File: src/rtl/verdict_pkg.sv
// Shared configuration, record layout and FSM encoding for the verdict collector.
// The monitor configuration is fixed here so every file sees the same record shape.
package verdict_pkg;

    localparam int NUM_OUTPUTS  = 4;
    localparam int DATA_W       = 64;
    localparam int TS_W         = 32;
    localparam int FIFO_DEPTH   = 8;
    localparam int IDX_W        = (NUM_OUTPUTS > 1) ? $clog2(NUM_OUTPUTS) : 1;

    localparam int HDR_TS_LSB   = 0;
    localparam int HDR_MASK_LSB = TS_W;
    localparam int DROP_W       = 16;

    typedef struct packed {
        logic [TS_W-1:0]               ts;
        logic [NUM_OUTPUTS-1:0]        mask;
        logic [NUM_OUTPUTS*DATA_W-1:0] data;
    } rec_t;

    typedef enum logic [1:0] {
        ST_IDLE = 2'd0,
        ST_HDR  = 2'd1,
        ST_DATA = 2'd2
    } state_e;

    // Lowest set bit of m; returns 0 when m is empty.
    function automatic logic [IDX_W-1:0] first_set(input logic [NUM_OUTPUTS-1:0] m);
        first_set = '0;
        for (int i = NUM_OUTPUTS - 1; i >= 0; i--) begin
            if (m[i]) first_set = IDX_W'(i);
        end
    endfunction

endpackage

File: src/rtl/verdict_collector_sync_fifo.sv
// Single-clock FIFO with registered occupancy; read data is the head entry, valid in
// the same cycle the pop is issued. DEPTH must be a power of two.
module sync_fifo #(
    parameter int WIDTH = 8,
    parameter int DEPTH = 8
) (
    input  logic             clk,
    input  logic             rst,
    input  logic             push,
    input  logic [WIDTH-1:0] wr_data,
    input  logic             pop,
    output logic [WIDTH-1:0] rd_data,
    output logic             full,
    output logic             empty
);

    localparam int PTR_W = $clog2(DEPTH);

    logic [WIDTH-1:0] mem_q [DEPTH];
    logic [PTR_W-1:0] wr_ptr_q, wr_ptr_d;
    logic [PTR_W-1:0] rd_ptr_q, rd_ptr_d;
    logic [PTR_W:0]   count_q, count_d;
    logic             do_push, do_pop;

    assign full    = (count_q == (PTR_W+1)'(DEPTH));
    assign empty   = (count_q == '0);
    assign rd_data = mem_q[rd_ptr_q];

    always_comb begin
        do_push  = push && !full;
        do_pop   = pop && !empty;
        wr_ptr_d = wr_ptr_q + PTR_W'(do_push);
        rd_ptr_d = rd_ptr_q + PTR_W'(do_pop);
        count_d  = count_q + (PTR_W+1)'(do_push) - (PTR_W+1)'(do_pop);
    end

    always_ff @(posedge clk) begin
        if (rst) begin
            wr_ptr_q <= '0;
            rd_ptr_q <= '0;
            count_q  <= '0;
        end else begin
            wr_ptr_q <= wr_ptr_d;
            rd_ptr_q <= rd_ptr_d;
            count_q  <= count_d;
        end
    end

    // Storage needs no reset: occupancy alone decides what is readable.
    always_ff @(posedge clk) begin
        if (do_push) mem_q[wr_ptr_q] <= wr_data;
    end

endmodule

File: src/rtl/verdict_collector.sv
// Captures active monitor output cycles as timestamped records and serializes them
// as header + value beats on a valid/ready stream, counting records lost to a full FIFO.
module verdict_collector
    import verdict_pkg::*;
(
    input  logic                          clk,
    input  logic                          rst,
    input  logic                          en,
    input  logic [NUM_OUTPUTS*DATA_W-1:0] out_data,
    input  logic [NUM_OUTPUTS-1:0]        out_aktv,
    output logic                          rec_valid,
    input  logic                          rec_ready,
    output logic [DATA_W-1:0]             rec_word,
    output logic                          rec_hdr,
    output logic [IDX_W-1:0]              rec_idx,
    output logic                          rec_last,
    output logic [DROP_W-1:0]             drop_count,
    output logic                          overflow
);

    // Stream handshake: a beat transfers on a rising edge where rec_valid && rec_ready.
    // Once rec_valid rises, the beat fields hold until that transfer (only rst cancels it).

    state_e             state_q, state_d;
    logic [TS_W-1:0]    ts_q, ts_d;
    logic [DROP_W-1:0]  drop_q, drop_d;
    logic               ovf_q, ovf_d;
    rec_t               rec_q, rec_d;
    logic [NUM_OUTPUTS-1:0] rem_q, rem_d;

    rec_t               cap_rec;
    rec_t               fifo_rd;
    logic               fifo_full, fifo_empty;
    logic               cap_req, push, pop;

    logic [IDX_W-1:0]       cur_idx;
    logic [NUM_OUTPUTS-1:0] cur_bit;
    logic                   cur_last;

    assign cap_rec = '{ts: ts_q, mask: out_aktv, data: out_data};

    sync_fifo #(
        .WIDTH ($bits(rec_t)),
        .DEPTH (FIFO_DEPTH)
    ) u_fifo (
        .clk     (clk),
        .rst     (rst),
        .push    (push),
        .wr_data (cap_rec),
        .pop     (pop),
        .rd_data (fifo_rd),
        .full    (fifo_full),
        .empty   (fifo_empty)
    );

    // Capture, timestamp and drop accounting; a same-cycle pop never frees room.
    always_comb begin
        cap_req = en && (|out_aktv);
        push    = cap_req && !fifo_full;
        ts_d    = en ? ts_q + 1'b1 : ts_q;
        drop_d  = drop_q;
        ovf_d   = ovf_q;
        if (cap_req && fifo_full) begin
            ovf_d = 1'b1;
            if (drop_q != '1) drop_d = drop_q + 1'b1;
        end
    end

    // rem_q holds the mask bits still to be sent for the current record.
    always_comb begin
        cur_idx          = first_set(rem_q);
        cur_bit          = '0;
        cur_bit[cur_idx] = 1'b1;
        cur_last         = ((rem_q & ~cur_bit) == '0);
    end

    always_comb begin
        state_d = state_q;
        rec_d   = rec_q;
        rem_d   = rem_q;
        pop     = 1'b0;
        case (state_q)
            ST_IDLE: begin
                if (!fifo_empty) pop = 1'b1;
            end
            ST_HDR: begin
                if (rec_ready) state_d = ST_DATA;
            end
            ST_DATA: begin
                if (rec_ready) begin
                    rem_d = rem_q & ~cur_bit;
                    if (cur_last) begin
                        state_d = ST_IDLE;
                        if (!fifo_empty) pop = 1'b1;
                    end
                end
            end
            default: state_d = ST_IDLE;
        endcase
        // Popping straight into HDR gives back-to-back records with no idle bubble.
        if (pop) begin
            rec_d   = fifo_rd;
            rem_d   = fifo_rd.mask;
            state_d = ST_HDR;
        end
    end

    always_comb begin
        rec_valid = (state_q != ST_IDLE);
        rec_hdr   = (state_q == ST_HDR);
        rec_idx   = '0;
        rec_last  = 1'b0;
        rec_word  = '0;
        case (state_q)
            ST_HDR: begin
                rec_word[HDR_TS_LSB +: TS_W]          = rec_q.ts;
                rec_word[HDR_MASK_LSB +: NUM_OUTPUTS] = rec_q.mask;
            end
            ST_DATA: begin
                rec_idx  = cur_idx;
                rec_last = cur_last;
                rec_word = rec_q.data[int'(cur_idx)*DATA_W +: DATA_W];
            end
            default: ;
        endcase
    end

    assign drop_count = drop_q;
    assign overflow   = ovf_q;

    always_ff @(posedge clk) begin
        if (rst) begin
            state_q <= ST_IDLE;
            ts_q    <= '0;
            drop_q  <= '0;
            ovf_q   <= 1'b0;
            rec_q   <= '0;
            rem_q   <= '0;
        end else begin
            state_q <= state_d;
            ts_q    <= ts_d;
            drop_q  <= drop_d;
            ovf_q   <= ovf_d;
            rec_q   <= rec_d;
            rem_q   <= rem_d;
        end
    end

endmodule
File: config.mk
export PLATFORM = sky130hd
export DESIGN_NAME = verdict_collector
export DESIGN_NICKNAME = d
export VERILOG_FILES = /design/src/rtl/verdict_pkg.sv /design/src/rtl/verdict_collector_sync_fifo.sv /design/src/rtl/verdict_collector.sv
export SDC_FILE = /design/constraint.sdc
export NUM_CORES = 2
export LEC_CHECK = 0
export CORE_MARGIN = 2
export CORE_UTILIZATION = 35
export CTS_CLUSTER_SIZE = 16
export DETAILED_ROUTE_END_ITERATION = 10
export REMOVE_ABC_BUFFERS = 1
export SLEW_MARGIN = 10
export SYNTH_ARGS = -nofsm -noshare
export SYNTH_HDL_FRONTEND = slang
export SYNTH_SLANG_ARGS = --single-unit
File: constraint.sdc
create_clock -name clk -period 35.5 [get_ports clk]
set_input_delay 7.1 -clock clk [delete_from_list [all_inputs] [get_ports clk]]
set_output_delay 7.1 -clock clk [all_outputs]
set_load 0.01 [all_outputs]
==> impl_metrics.py <==
metrics = {
    "cells_and_area": {
        "multi_input_area_um2": 23400,
        "layout-drive-gt1-share_pct": 20.3,
        "area_growth_pct": 17.0,
        "regArea_um2": 77300,
        "nets": 5701,
        "fin_area_um2": 119000,
        "utilization_pct": 41.1,
        "fill_cells": 25500,
    },
    "clock_tree": {
        "clock_latency_ns": 0.86,
        "ctsResizeCount": 0,
        "cts_root_buf": "clkbuf_16",
        "cts_setup_buffers": 0,
        "numCtsBuffers": 287,
        "hold_buffers": 0,
        "cts_sinks": 2693,
        "cts_tree": "done",
        "htree_levels": 5,
        "clkTransAtPathRegs_ns": 0.06,
        "cts_max_path_buffers": 4,
    },
    "worst_setup_path": {
        "worst-path-max-fanout": 59,
        "r2r_setup_slack_ns": 31.05,
        "rr_endpoint": "rec_q[3]",
        "end_kind": "primary output",
        "r2r-start": "state_q[0]",
        "path_class": "reg2out",
        "start_kind": "flip-flop",
        "cp.arrival_ns": 4.52,
        "startpoint": "rem_q[2]",
        "r2r_cells": 10,
        "crit_required_ns": 28.40,
        "crit_end": "rec_word[53]",
    },
    "global_routing": {
        "grt.overflow.total": 0,
        "grt_pass1_wl_um": 352000,
        "grt.total_usage_pct": 16.1,
        "grt_max_degree": 159,
        "antenna_found_initial": 88,
        "grt_pass1_vias": 50900,
    },
    "synth": {
        "synth_compound_area_share_pct": 3.31,
        "synth_cell_type_count": 54,
        "syn_area_um2": 102000,
        "synthArstFlopShare_pct": 0,
        "synth-edff-count": 2336,
        "synthCells": 5016,
        "ys_warn_count": 0,
        "synth_simple_gate_area_share_pct": 2.42,
        "synthFlopType": "edfxtp_1",
        "yosys.area_share.adder_pct": 0.204,
        "synthMuxAreaShare_pct": 16.5,
        "synth_seq_cells": 2693,
        "synth_xor_area_share_pct": 0.404,
        "yosysSeqAreaShare_pct": 75.8,
        "synth_top_family_by_area": "multiplexers",
        "post_synth.cell_area_avg_um2": 20.3,
    },
    "run_status": {
        "outcome": "completed",
    },
    "place": {
        "port_buffers": 349,
        "placed_cell_area_um2": 110000,
        "gp_congestion": 0.725,
        "dpl.hpwl_um": 131000,
    },
    "route": {
        "wire_per_inst_um": 25.2,
        "finalWirelength_um": 241000,
        "vias_per_cell": 5.18,
        "vias": 49600,
        "drc": 0,
        "firstDrtPassIters": 5,
        "dr.first_iter.drc_count": 4439,
        "antenna_left": 0,
    },
    "die": {
        "dieWidth_um": 544,
        "coreArea_um2": 290000,
        "initial_core_util_pct": 35.1,
        "pin_count": 350,
        "die-area_um2": 296000,
        "rows": 198,
        "die_y_um": 544,
    },
    "timing": {
        "fin_skew_ns": 0.0775,
        "period_needed_ns": 11.62,
        "timing.setup.tns_ns": 0,
        "period_share_pct": 32.7,
        "slew_headroom_pct": 20.1,
        "clock.fmax_ghz": 0.0861,
        "worst_slew_pin_slew_ns": 1.20,
        "setup_violations": 0,
        "rsz0062_at_grt": "false",
        "finalHoldViolCount": 0,
        "maxSlewViolCount": 0,
        "whs_ns": 0.487,
    },
    "power": {
        "ir_drop_v": 0.0000805,
        "p_per_area_nw_per_um2": 74.0,
        "leakage_nw": 36.3,
    },
    "min_path": {
        "hold_path.class": "reg2reg",
    },
    "job": {
        "maxCapViolCount": 0,
    },
}
synth_stat cells, drive strengths merged (2+ instances only):
| master | n | share of area, % |
|---|---|---|
| o211ai | 2 | 0.015 |
| nor2 | 354 | 1.3 |
| mux2i | 327 | 3.2 |
| o21ai | 40 | 0.20 |
| ha | 15 | 0.18 |
| inv | 14 | 0.052 |
| xnor2 | 17 | 0.15 |
| a222oi | 64 | 0.63 |
| mux2 | 33 | 0.36 |
| mux4 | 584 | 13 |
| dfxtp | 357 | 7.0 |
| or3 | 3 | 0.018 |
| a211o | 2 | 0.017 |
| nand2 | 25 | 0.092 |
| xor2 | 30 | 0.26 |
| nor2b | 36 | 0.22 |
| nor3 | 5 | 0.029 |
| and3 | 3 | 0.018 |
| edfxtp | 2336 | 69 |
| nor4b | 2 | 0.017 |
| a21oi | 49 | 0.24 |
| nand3 | 19 | 0.093 |
| and2 | 6 | 0.037 |
| and3b | 36 | 0.31 |
| and4 | 6 | 0.052 |
| clkbuf | 187 | 0.69 |
| buf | 132 | 0.61 |
| nor4 | 9 | 0.074 |
| a211oi | 289 | 2.1 |
| nand2b | 4 | 0.025 |
| nand4 | 16 | 0.098 |
worst min path at each step:
stage               slack [ns]  cells past startpoint       start         end
floorplan                 0.44                      2  rec_q[256]  rec_q[256]
detailed placement        0.47                      2  rec_q[257]  rec_q[257]
CTS                       0.48                      2  rec_q[258]  rec_q[258]
finish                    0.49                      2  rec_q[257]  rec_q[257]
global route              0.51                      2  rec_q[258]  rec_q[258]
global placement          0.47                      2  rec_q[258]  rec_q[258]
cells in the final DEF, fill, tap and decap left out, types with 6 or more instances in the layout:
cell,netlist,routed
a211oi_1,289,289
a21oi_1,49,48
a222oi_1,64,64
and3b_1,36,36
and4_1,6,6
buf_12,0,14
buf_4,3,72
bufinv_16,0,21
clkbuf_1,187,72
clkbuf_16,0,290
clkbuf_8,0,29
clkdlybuf4s50_1,0,348
clkinv_1,0,32
clkinv_2,0,41
clkinvlp_4,0,9
dfxtp_1,357,354
diode_2,0,15
edfxtp_1,2336,2336
ha_1,15,12
inv_1,13,13
inv_6,0,11
mux2_2,32,32
mux2i_1,327,327
mux4_2,584,584
nand2_1,25,25
nand3_1,19,19
nand4_1,16,16
nor2_1,354,348
nor2_4,0,6
nor2b_1,36,36
nor4_1,6,6
o21ai_0,29,29
o21ai_1,10,9
xnor2_1,17,17
xor2_1,30,30
per-stage QoR:
step / setup slack (ns) / instances / power [mW]
3_3_place_gp: 22.96 / 9032 / 5.97
6_report: 23.88 / 9566 / 8.83
3_5_place_dp: 22.97 / 9032 / 6.00
5_1_grt: 23.71 / 9553 / 9.23
2_1_floorplan: 6.95 / 4697 / 6.50
4_1_cts: 23.77 / 9551 / 8.95
registers in the layout, summed over array words and instances, names as in the netlist:
register,count
ts_q,32
u_fifo.count_q,4
rec_q,292
u_fifo.mem_q,2336
overflow,1
rem_q,4
state_q,2
u_fifo.wr_ptr_q,3
drop_count,16
u_fifo.rd_ptr_q,3
final cells by class:
type	count	area share, %
Antenna cell	15	0.0315
Clock inverter	128	1.14
Sequential cell	2693	64.8
Clock buffer	391	6.65
Timing Repair Buffer	435	3.62
Inverter	14	0.0504
Multi-Input combinational cell	1990	19.6
Tap cell	3900	4.09
worst max-delay path: stages, from the launching register on:
cell,delay [ns]
dfxtp_1,0.41
nand2b_1,0.23
a21oi_4,0.50
buf_12,0.56
mux2_2,0.41
a222oi_1,0.78
nor2b_1,0.13
clkdlybuf4s50_1,0.52
layer usage:
layer	part of all wire, %	GRT usage, %	up-vias
met5	0.15	0	-
met4	1.8	3.14	62
met3	6.6	3.47	410
met2	49	26.6	1375
met1	43	21.9	26100
li1	-	-	21600
report_power, final:
part	leakage (nW)	switching, mW	internal (mW)
clock	4.53	1.21	1.73
combinational	7.83	1.15	0.867
sequential	24.0	0.135	3.73
logic make-up after synthesis:
group	count (synthesis)
flops	2693
buf+inv	333
mux	944
compound gates	455
simple gates	528
xor+xnor	47
fa+ha+maj	16
Power figures use the tool's default switching activity.
